<file path="config.mk">
export PLATFORM = sky130hd
export DESIGN_NAME = pc_control_flat
export DESIGN_NICKNAME = d
export VERILOG_FILES = /design/src/rtl/pc_if.sv /design/src/rtl/pc_control.sv /design/src/flat_wrapper.sv
export SDC_FILE = /design/constraint.sdc
export NUM_CORES = 1
export LEC_CHECK = 0
export CAP_MARGIN = 25
export CORE_MARGIN = 2
export CORE_UTILIZATION = 40
export DETAILED_ROUTE_END_ITERATION = 12
export PLACE_DENSITY = 0.7
export SYNTH_ARGS = -nofsm -noshare
export SYNTH_HDL_FRONTEND = slang
export SYNTH_SLANG_ARGS = --single-unit
</file>
<file path="constraint.sdc">
create_clock -name clk -period 3.9 [get_ports clk]
set_clock_uncertainty 0.2 [all_clocks]
set_input_delay 0.585 -clock clk [delete_from_list [all_inputs] [get_ports clk]]
set_output_delay 0.585 -clock clk [all_outputs]
set_load 0.03 [all_outputs]
</file>
<file path="src/rtl/pc_if.sv">
// Fetch-redirect bus between the pipeline (master) and the PC owner (slave).
// Carries jr_req/jr_address only when PC_JR_EN is defined.
interface pc_if #(
  parameter int unsigned len_data = 32
) ();
  logic                enable;
  logic                stall;
  logic                branch_taken;
  logic [len_data-1:0] branch_address;
  logic                jump_req;
  logic [len_data-1:0] jump_address;
`ifdef PC_JR_EN
  logic                jr_req;
  logic [len_data-1:0] jr_address;
`endif
  logic                halt_in;
  logic [len_data-1:0] pc_out;
  logic [len_data-1:0] pc_next;
  logic [2:0]          PCSrc;
  logic                flush_if_id;
  logic                flush_id_ex;
  logic                halted;

  // Handshake: there is no valid/ready pair. Every request is a level that is
  // sampled on each rising clk edge; the PC owner always accepts it in that
  // same cycle, either applying it (advance=1), buffering it (advance=0), or
  // dropping it (lower priority than a buffered redirect, or in HALT).
  modport master (
    output enable, stall, branch_taken, branch_address, jump_req, jump_address,
`ifdef PC_JR_EN
    output jr_req, jr_address,
`endif
    output halt_in,
    input  pc_out, pc_next, PCSrc, flush_if_id, flush_id_ex, halted
  );

  modport slave (
    input  enable, stall, branch_taken, branch_address, jump_req, jump_address,
`ifdef PC_JR_EN
    input  jr_req, jr_address,
`endif
    input  halt_in,
    output pc_out, pc_next, PCSrc, flush_if_id, flush_id_ex, halted
  );
endinterface

</file>
<file path="src/rtl/pc_control.sv">
// Program-counter owner: redirect arbitration, pending-redirect buffer, halt.
// Optional register-jump source is enabled by defining PC_JR_EN.
module pc_control #(
  parameter int unsigned         len_data       = 32,
  parameter logic [len_data-1:0] pc_reset_value = '0,
  parameter int unsigned         pc_step        = 4
) (
  input  logic       clk,
  input  logic       reset,
  pc_if.slave        bus,
  output logic [1:0] fsm_state
);

  typedef enum logic [1:0] {
    RUN  = 2'd0,
    PEND = 2'd1,
    HALT = 2'd2
  } state_t;

  localparam logic [2:0] SRC_SEQ = 3'b000;
  localparam logic [2:0] SRC_BR  = 3'b001;
  localparam logic [2:0] SRC_JR  = 3'b010;
  localparam logic [2:0] SRC_J   = 3'b100;

  state_t              state_q, state_d;
  logic [len_data-1:0] pc_q, pc_d;
  logic [2:0]          pend_src_q, pend_src_d;
  logic [len_data-1:0] pend_tgt_q, pend_tgt_d;

  logic                advance;
  logic                jr_req_w;
  logic [len_data-1:0] jr_addr_w;
  logic [2:0]          req_src;
  logic [len_data-1:0] req_tgt;
  logic                redirect;
  logic [len_data-1:0] pc_seq;
  logic [2:0]          src;
  logic                flush_if;
  logic                flush_ex;

  // Larger rank wins; used to decide whether a new request may replace a buffered one.
  function automatic logic [1:0] src_rank(input logic [2:0] s);
    case (s)
      SRC_BR:  src_rank = 2'd3;
      SRC_JR:  src_rank = 2'd2;
      SRC_J:   src_rank = 2'd1;
      default: src_rank = 2'd0;
    endcase
  endfunction

`ifdef PC_JR_EN
  assign jr_req_w  = bus.jr_req;
  assign jr_addr_w = bus.jr_address;
`else
  assign jr_req_w  = 1'b0;
  assign jr_addr_w = '0;
`endif

  assign advance  = bus.enable & ~bus.stall;
  assign pc_seq   = pc_q + len_data'(pc_step);
  assign redirect = |req_src;

  // The branch belongs to the oldest instruction, so it beats anything in ID.
  always_comb begin
    req_src = SRC_SEQ;
    req_tgt = '0;
    if (bus.branch_taken) begin
      req_src = SRC_BR;
      req_tgt = bus.branch_address;
    end else if (jr_req_w) begin
      req_src = SRC_JR;
      req_tgt = jr_addr_w;
    end else if (bus.jump_req) begin
      req_src = SRC_J;
      req_tgt = bus.jump_address;
    end
  end

  always_comb begin
    state_d    = state_q;
    pc_d       = pc_q;
    pend_src_d = pend_src_q;
    pend_tgt_d = pend_tgt_q;
    src        = SRC_SEQ;
    flush_if   = 1'b0;
    flush_ex   = 1'b0;

    case (state_q)
      RUN: begin
        flush_if = redirect;
        flush_ex = (req_src == SRC_BR);
        if (advance && redirect) begin
          src  = req_src;
          pc_d = req_tgt;
        end else if (bus.halt_in && !redirect) begin
          state_d = HALT;
        end else if (advance) begin
          pc_d = pc_seq;
        end else if (redirect) begin
          state_d    = PEND;
          pend_src_d = req_src;
          pend_tgt_d = req_tgt;
        end
      end

      PEND: begin
        // Flushes here belong to newly seen requests; the buffered one already flushed.
        flush_if = redirect;
        flush_ex = (req_src == SRC_BR);
        if (advance) begin
          if (bus.branch_taken) begin
            src  = SRC_BR;
            pc_d = bus.branch_address;
          end else begin
            src  = pend_src_q;
            pc_d = pend_tgt_q;
          end
          state_d    = RUN;
          pend_src_d = SRC_SEQ;
          pend_tgt_d = '0;
        end else if (redirect && (src_rank(req_src) >= src_rank(pend_src_q))) begin
          pend_src_d = req_src;
          pend_tgt_d = req_tgt;
        end
      end

      HALT: begin
        state_d = HALT;
      end

      default: begin
        state_d    = RUN;
        pend_src_d = SRC_SEQ;
        pend_tgt_d = '0;
      end
    endcase
  end

  always_ff @(posedge clk) begin
    if (!reset) begin
      state_q    <= RUN;
      pc_q       <= pc_reset_value;
      pend_src_q <= SRC_SEQ;
      pend_tgt_q <= '0;
    end else begin
      state_q    <= state_d;
      pc_q       <= pc_d;
      pend_src_q <= pend_src_d;
      pend_tgt_q <= pend_tgt_d;
    end
  end

  assign bus.pc_out      = pc_q;
  assign bus.pc_next     = pc_seq;
  assign bus.PCSrc       = src;
  assign bus.flush_if_id = flush_if;
  assign bus.flush_id_ex = flush_ex;
  assign bus.halted      = (state_q == HALT);
  assign fsm_state       = state_q;

endmodule

</file>
<file path="src/flat_wrapper.sv">
// flat-port wrapper written by rule: the top's interface ports become plain ports
module pc_control_flat 
#(
  parameter int unsigned         len_data       = 32,
  parameter logic [len_data-1:0] pc_reset_value = '0,
  parameter int unsigned         pc_step        = 4
)
  (clk, reset, fsm_state, bus_enable, bus_stall, bus_branch_taken, bus_branch_address, bus_jump_req, bus_jump_address, bus_halt_in, bus_pc_out, bus_pc_next, bus_PCSrc, bus_flush_if_id, bus_flush_id_ex, bus_halted);
  pc_if #(.len_data(len_data)) bus_i ();
  input  logic clk;
  input  logic reset;
  output logic [1:0] fsm_state;
  input wire logic [$bits(bus_i.enable)-1:0] bus_enable;
  input wire logic [$bits(bus_i.stall)-1:0] bus_stall;
  input wire logic [$bits(bus_i.branch_taken)-1:0] bus_branch_taken;
  input wire logic [$bits(bus_i.branch_address)-1:0] bus_branch_address;
  input wire logic [$bits(bus_i.jump_req)-1:0] bus_jump_req;
  input wire logic [$bits(bus_i.jump_address)-1:0] bus_jump_address;
  input wire logic [$bits(bus_i.halt_in)-1:0] bus_halt_in;
  output wire logic [$bits(bus_i.pc_out)-1:0] bus_pc_out;
  output wire logic [$bits(bus_i.pc_next)-1:0] bus_pc_next;
  output wire logic [$bits(bus_i.PCSrc)-1:0] bus_PCSrc;
  output wire logic [$bits(bus_i.flush_if_id)-1:0] bus_flush_if_id;
  output wire logic [$bits(bus_i.flush_id_ex)-1:0] bus_flush_id_ex;
  output wire logic [$bits(bus_i.halted)-1:0] bus_halted;
  assign bus_i.enable = bus_enable;
  assign bus_i.stall = bus_stall;
  assign bus_i.branch_taken = bus_branch_taken;
  assign bus_i.branch_address = bus_branch_address;
  assign bus_i.jump_req = bus_jump_req;
  assign bus_i.jump_address = bus_jump_address;
  assign bus_i.halt_in = bus_halt_in;
  assign bus_pc_out = bus_i.pc_out;
  assign bus_pc_next = bus_i.pc_next;
  assign bus_PCSrc = bus_i.PCSrc;
  assign bus_flush_if_id = bus_i.flush_if_id;
  assign bus_flush_id_ex = bus_i.flush_id_ex;
  assign bus_halted = bus_i.halted;
  pc_control #(.len_data(len_data), .pc_reset_value(pc_reset_value), .pc_step(pc_step)) u_core (.clk(clk), .reset(reset), .bus(bus_i), .fsm_state(fsm_state));
endmodule
</file>
==> results by group, run 1 <==
Logic synthesis
  – EDFF count, synth: 0
  – Post-Syn Instances: around 590
  – Ys async rst share: 0
  – Yosys cell types: slightly above 50
  – Ys Warns: 0
  – Top cell type's share of synthesized area: 0.2942
  – Mean post-synth cell area: 7.803 sq um
  – Number of synthesized register bits: about 70
  – Synth Area in XOR/XNOR: 0.05300
  – Yosys top cell by area: dfxtp_1
  – Synth Area in Adders: 0.01082
  – Ranking of synthesized cells by area: dfxtp_1, mux2i_1, a22o_1
  – Fraction of synthesized area in multiplexers: 0.07463
  – Synthesized area: around 4600 sq um
  – Main combinational cell family by area after synthesis: compound AO/OA/AOI/OAI gates
  – Seq/Total Area, Yosys: 0.2942
  – Main synth FF type: dfxtp_1
  – Syn Nets: about 670
  – Compound-Gate Fraction of Synth Area: 0.2547
  – Synth Area in Simple Gates: 0.2520

Setup path
  – CP Cell Sequence: nand3_1 > nor3_1 > nand4_1 > xnor2_1 > clkdlybuf4s50_1
  – Crit path from: u_core.bus.pc_out[4]$_SDFFE_PN0P_
  – CP Max Fanout: 11
  – CP endpoint kind: output pin
  – R2R Setup Slk: 1160 ps
  – Nature of the critical path startpoint: register
  – CP Class: register to output pin
  – CP max stage cell: clkdlybuf4s50_1
  – CP Buf/Inv Count: 1
  – CP required: between 3000 and 4000 ps
  – Worst R2R End: u_core.bus.pc_out[19]$_SDFFE_PN0P_
  – Critical path's top delay family: simple AND/OR/NAND/NOR gates
  – Crit path to: bus_pc_next[13]
  – Crit path DAT: between 2000 and 3000 ps
  – CP Depth: 5
  – Depth of the worst register-to-register path: 6
  – Critical R2R Launch: u_core.fsm_state[1]$_SDFFE_PN0P_
  – CP max stage delay: 690 ps

Floorplanning
  – Ports: between 100 and 150
  – Initial Util: 0.4070
  – Rows: 39
  – Die area: 12440 sq um
  – Die height: 111.6 microns
  – Die Width: 111.6 microns
  – Core ar.: between 10000 and 15000 sq um

Power
  – Pwr dens: approximately 340 nW/um^2
  – Worst VDD drop: roughly 0.17 mV
  – Leakage dissipation: 2.329 nW

Clock network
  – # Post-CTS Setup Buffers: 0
  – CTS clk-pin slew, worst paths: roughly 60 ps
  – Cts hold-fix bufs: 0
  – Clock Path Buffers: 2
  – CTS resizes: 0
  – H-tree depth: 3
  – Clock root buffer: clkbuf_16
  – CTS tree: done
  – Worst-Skew Late Latency: around 330 ps
  – CTS buffer count: 9
  – Sinks on Clock Net: slightly below 70

Route
  – Drt drc: 0
  – Iteration-0 DRC Markers: 466
  – Vias per inst: 6.071
  – Final wirelength: ~16000 microns
  – Via count: between 5k and 6k
  – Routed length per instance: 18.41 microns
  – Pre-Repair DR Iteration Count: 5
  – ANT nets after route: 0

Outcome
  – Status: completed

Finish
  – FF+latch area: about 1400 sq um
  – P&R area growth vs syn: 37.80%
  – Non-filler cells, final: ~850
  – Layout net count: about 770
  – Fraction of layout cells with a size suffix above 1: 0.06676
  – Multi-input gate area: about 3000 sq um
  – Fillers: roughly 1.1k
  – Antenna diodes: 0

Timing
  – Min Tclk post-route: 3602 ps
  – Slew HR: 0.4095
  – Pins Over Slew Limit: 0
  – RSZ-0062 raised after global routing: false
  – Final Hold Vio Count: 0
  – Peak Freq: between 200 and 300 MHz
  – Setup TNS: 0 ps
  – Tcrit/Tclk final: 0.9236
  – # setup viols final: 0
  – Slew @ Worst Pin: slightly below 900 ps

Global routing
  – Total track usage: 0.2436
  – Total gr overflow: 0
  – First-pass GRT wire length: roughly 25000 microns
  – Initial antenna violation count: 0
  – Vias in the first global route: approximately 4.8k
  – Largest net degree at the start of global routing: 75

Placed design
  – Placer Congestion: a little over 0.9
  – Port Buf Inserts: ~140
  – Placed cell count: 831
  – Placed wire-length estimate: 11010 microns

Run
  – # Max-Cap Violations: 0

Hold path
  – Worst min path class: register to register
==> sequential cells by signal (all words and copies together), names as in the netlist <==
signal,cells
u_core.pend_src_q,2
u_core.fsm_state,2
u_core.bus.pc_out,32
u_core.pend_tgt_q,32
==> worst register-to-register path, delay by kind of cell (launching register included) <==
family          cells  cell delay [ps]
compound gates      2              600
simple gates        3              960
buf+inv             1              350
flops               1              540
==> worst min path at each step <==
stage                                                  start                                 end  slack, ps  cells after the start
final                      u_core.pend_tgt_q[9]$_SDFFE_PN0P_   u_core.pend_tgt_q[9]$_SDFFE_PN0P_        260                      2
after global placement    u_core.pend_tgt_q[24]$_SDFFE_PN0P_  u_core.pend_tgt_q[24]$_SDFFE_PN0P_        240                      2
after global routing      u_core.pend_tgt_q[24]$_SDFFE_PN0P_  u_core.pend_tgt_q[24]$_SDFFE_PN0P_        270                      2
after CTS                 u_core.pend_tgt_q[24]$_SDFFE_PN0P_  u_core.pend_tgt_q[24]$_SDFFE_PN0P_        250                      2
after floorplan           u_core.pend_tgt_q[24]$_SDFFE_PN0P_  u_core.pend_tgt_q[24]$_SDFFE_PN0P_        230                      2
after detailed placement  u_core.pend_tgt_q[24]$_SDFFE_PN0P_  u_core.pend_tgt_q[24]$_SDFFE_PN0P_        250                      2
==> cells in the final DEF, fill, tap and decap left out, types with 3 or more instances in the layout <==
cell             count
o21ai_0             45
nand4_4              3
mux2i_1             30
o2bb2ai_1            3
a41oi_1              9
nor2_1              38
and3_1              18
nor2b_1              4
a211oi_1             5
xnor2_1             24
o31a_1               5
mux2_2               4
buf_4               12
o211ai_1             9
ha_1                 4
a22o_1              32
or4_1               11
o22ai_1              9
dfxtp_1             68
clkbuf_16            9
inv_1                8
a221oi_1             3
nand4_1             15
nand2b_1             5
nand2_1             48
nand3_1             49
clkdlybuf4s50_1    139
o21a_1               4
xor2_1               4
a21oi_1             35
nor3_1               9
a222oi_1             3
==> stage by stage <==
stage	hold WS, ps	util	setup slack [ps]	power (mW)	instance area [sq um]
after detailed placement	247.1	0.5342	637.8	1.344	6073
final	257.0	0.5608	297.8	2.169	6376
after global placement	235.7	0.5342	749.8	1.332	6073
after global routing	269.2	0.5608	176.7	2.245	6376
after CTS	254.9	0.5608	353.9	2.159	6376
after floorplan	227.7	-	1103	1.114	4627
==> cell usage after synthesis (5+ instances only) <==
cell	number
inv_1	8
xnor2_1	24
buf_2	11
and3_1	18
nor2_1	38
nor2b_1	5
nand2b_1	5
buf_1	9
clkbuf_1	34
or4_1	11
nand2_1	48
o31a_1	5
nand4_1	15
nand3_1	49
a211oi_1	5
nor3_1	10
a21oi_1	36
o211ai_1	9
a22o_1	32
a41oi_1	9
mux2i_1	30
o21ai_0	46
o22ai_1	9
dfxtp_1	68
==> power by group <==
group          total (mW)  internal, mW  switching, mW
combinational       0.549         0.233          0.316
sequential          0.786         0.739         0.0472
clock               0.833         0.511          0.322
==> per-layer routing <==
metal | global-route usage | vias to the layer above | wire length, microns
met4 | 0.1012 | 0 | 408
met5 | 0 | - | 0
li1 | - | 2429 | -
met3 | 0.03647 | 29 | 1267
met1 | 0.3435 | 2447 | 6688
met2 | 0.3732 | 237 | 7232
==> kinds of logic (layout without fill, tap and decap cells) <==
logic type / Yosys count / after routing
other: 1 / 1
DFF: 68 / 68
xor gates and xnor gates: 28 / 28
AOI/OAI and AO/OA: 175 / 175
buffers and inverters: 66 / 177
and+or+nand+nor: 217 / 217
adders and majority gates: 4 / 4
muxes: 34 / 34
==> layout make-up <==
| type | instances | area share |
|---|---|---|
| Multi-Input combinational cell | 459 | 0.4723 |
| Timing Repair Buffer | 153 | 0.2339 |
| Sequential cell | 68 | 0.2135 |
| Clock buffer | 10 | 0.03748 |
| Tap cell | 143 | 0.02806 |
| Clock inverter | 6 | 0.01001 |
| Inverter | 8 | 0.004710 |
Note: power is estimated with default switching activity, not from simulation.
==> inputs of run 2 (changes only) <==
TNS_END_PERCENT = 10   (was not set)
clock period = 4 ns   (was 3.9 ns; I/O delays follow)
==> run 2 against run 1 <==
Against the previous run: total power down 6.2%; critical path depth up 1; cell count up 0.12%; non-clock buffer count up 1; sequential share of layout area up 0.084 points; register-to-register slack worse by 60 ps; critical endpoint is now bus_pc_next[14]; highest routed layer unchanged.
==> results by group, run 2 (synthesis gave the netlist of run 1 again) <==
Global routing
  – Largest net degree at the start of global routing: 69 (-8.0%)
  – Total track usage: 0.2425 (-0.001144)
  – First-pass GRT wire length: 24610 microns (-0.95%)
  – Total gr overflow: 0 (unchanged)
  – Vias in the first global route: 4626 (-3.9%)
  – Initial antenna violation count: 0 (unchanged)

Clock network
  – Worst-Skew Late Latency: 330 ps (about the same)
  – Clock root buffer: clkbuf_16
  – Sinks on Clock Net: 68 (unchanged)
  – CTS buffer count: 9 (unchanged)
  – # Post-CTS Setup Buffers: 0 (unchanged)
  – CTS tree: done
  – CTS resizes: 0 (unchanged)
  – Cts hold-fix bufs: 0 (unchanged)
  – Clock Path Buffers: 2 (unchanged)
  – H-tree depth: 3 (unchanged)
  – CTS clk-pin slew, worst paths: 60 ps (about the same)

Timing
  – Slew HR: 0.4331 (+0.02363)
  – Min Tclk post-route: 3640 ps
  – RSZ-0062 raised after global routing: false
  – Tcrit/Tclk final: 0.9100
  – Peak Freq: between 200 and 300 MHz
  – Slew @ Worst Pin: 848.2 ps (-37.49 ps)
  – Pins Over Slew Limit: 0 (unchanged)
  – # setup viols final: 0 (unchanged)
  – Setup TNS: 0 ps (unchanged)
  – Hold_ws: 256.3 ps (-0.6550 ps)
  – Final Hold Vio Count: 0 (unchanged)

Setup path
  – CP Max Fanout: 9 (-2)
  – Crit path DAT: 2840 ps (+20 ps)
  – CP endpoint kind: output pin
  – Nature of the critical path startpoint: register
  – CP Class: register to output pin
  – CP required: 3200 ps (+80 ps)

Outcome
  – Status: completed

Placed design
  – Placed wire-length estimate: 11060 microns (+0.39%)
  – Placer Congestion: 0.8727 (-6.5%)
  – Port Buf Inserts: 141 (unchanged)

Hold path
  – Worst min path class: register to register

Route
  – Drt drc: 0 (unchanged)
  – Final wirelength: 15670 microns (+0.50%)
  – Pre-Repair DR Iteration Count: 5 (unchanged)
  – Vias per inst: 5.971 (-1.7%)
  – Routed length per instance: 18.48 microns (+0.38%)
  – ANT nets after route: 0 (unchanged)
  – Iteration-0 DRC Markers: 441 (-5.4%)
  – Via count: 5063 (-1.5%)

Finish
  – FF+latch area: 1361 sq um (unchanged)
  – Fraction of layout cells with a size suffix above 1: 0.06667 (-0.00009470)
  – Antenna diodes: 0 (unchanged)
  – Layout net count: 775 (+0.13%)
  – Commonest non-fill, non-tap cell in the layout: clkdlybuf4s50_1
  – Most frequent cells in the layout: clkdlybuf4s50_1, dfxtp_1, nand3_1
  – Multi-input gate area: 3012 sq um (unchanged)
  – Core Util, Final: 0.5586 (-0.002201)
  – P&R area growth vs syn: 37.26%
  – Fillers: 1083 (+0.092%)

Power
  – Pwr dens: 320.4 nW/um^2 (-5.8%)
  – Worst VDD drop: 0.1747 mV (+5.8%)
  – Leakage dissipation: 2.313 nW (-0.68%)

Floorplanning
  – Die Width: 111.6 microns (unchanged)
  – Initial Util: 0.4070 (unchanged)
  – Die area: 12440 sq um (unchanged)
  – Core ar.: 11370 sq um (unchanged)
  – Die height: 111.6 microns (unchanged)
  – Ports: 143 (unchanged)
  – Rows: 39 (unchanged)

Run
  – # Max-Cap Violations: 0 (unchanged)
-- run 2: cell types whose count changed in the layout (fill, tap and decap cells not counted) --
cell	before	now
clkinvlp_4	2	3
bufinv_16	1	0
clkbuf_1	0	1
buf_4	12	13
clkbuf_8	1	0
-- run 2: critical path, stage by stage, from the launching register on --
cell and delay (ps):
dfxtp_1 480, ha_1 420, nand3_1 160, or2_2 340
nor2_1 240, xnor2_1 170, clkdlybuf4s50_1 700
-- run 2: metrics by stage --
stage	setup slack [ps]	total power [mW]	std cells	instance area [sq um]
6_report	359.8	2.035	848	6351
2_1_floorplan	1188	1.086	593	4627
5_1_grt	243.4	2.115	848	6351
3_3_place_gp	819.8	1.301	832	6081
4_1_cts	406.8	2.038	848	6351
3_5_place_dp	779.2	1.311	832	6081
-- run 2: metal layers --
layer,up-vias,track usage,share of wire
met5,-,0,0
met4,0,0.06996,0.014
met3,16,0.02994,0.067
met2,222,0.3951,0.47
met1,2402,0.3388,0.44
li1,2423,-,-
-- run 2: final timing paths --
| kind | cells after the start | endpoint | start | slack [ps] |
|---|---|---|---|---|
| worst max register to register | 6 | u_core.bus.pc_out[19]$_SDFFE_PN0P_ | u_core.fsm_state[1]$_SDFFE_PN0P_ | 1100 |
| worst min-delay path | 2 | u_core.pend_tgt_q[16]$_SDFFE_PN0P_ | u_core.pend_tgt_q[16]$_SDFFE_PN0P_ | 260 |
| worst max-delay path | 6 | bus_pc_next[14] | u_core.bus.pc_out[2]$_SDFFE_PN0P_ | 360 |
| worst min register to register | 2 | u_core.pend_tgt_q[16]$_SDFFE_PN0P_ | u_core.pend_tgt_q[16]$_SDFFE_PN0P_ | 260 |
-- run 2: power by group --
| part | internal, mW | switching (mW) | leakage (nW) |
|---|---|---|---|
| sequential | 0.721 | 0.0459 | 0.555 |
| combinational | 0.228 | 0.309 | 1.63 |
| clock | 0.418 | 0.313 | 0.124 |
-- run 2: layout make-up --
| class | instances | area share |
|---|---|---|
| multi-input combinational | 459 | 0.4742 |
| timing repair buffer | 154 | 0.2360 |
| sequential | 68 | 0.2143 |
| clock buffer | 10 | 0.03605 |
| tap | 143 | 0.02817 |
| clock inverter | 6 | 0.006501 |
| inverter | 8 | 0.004728 |
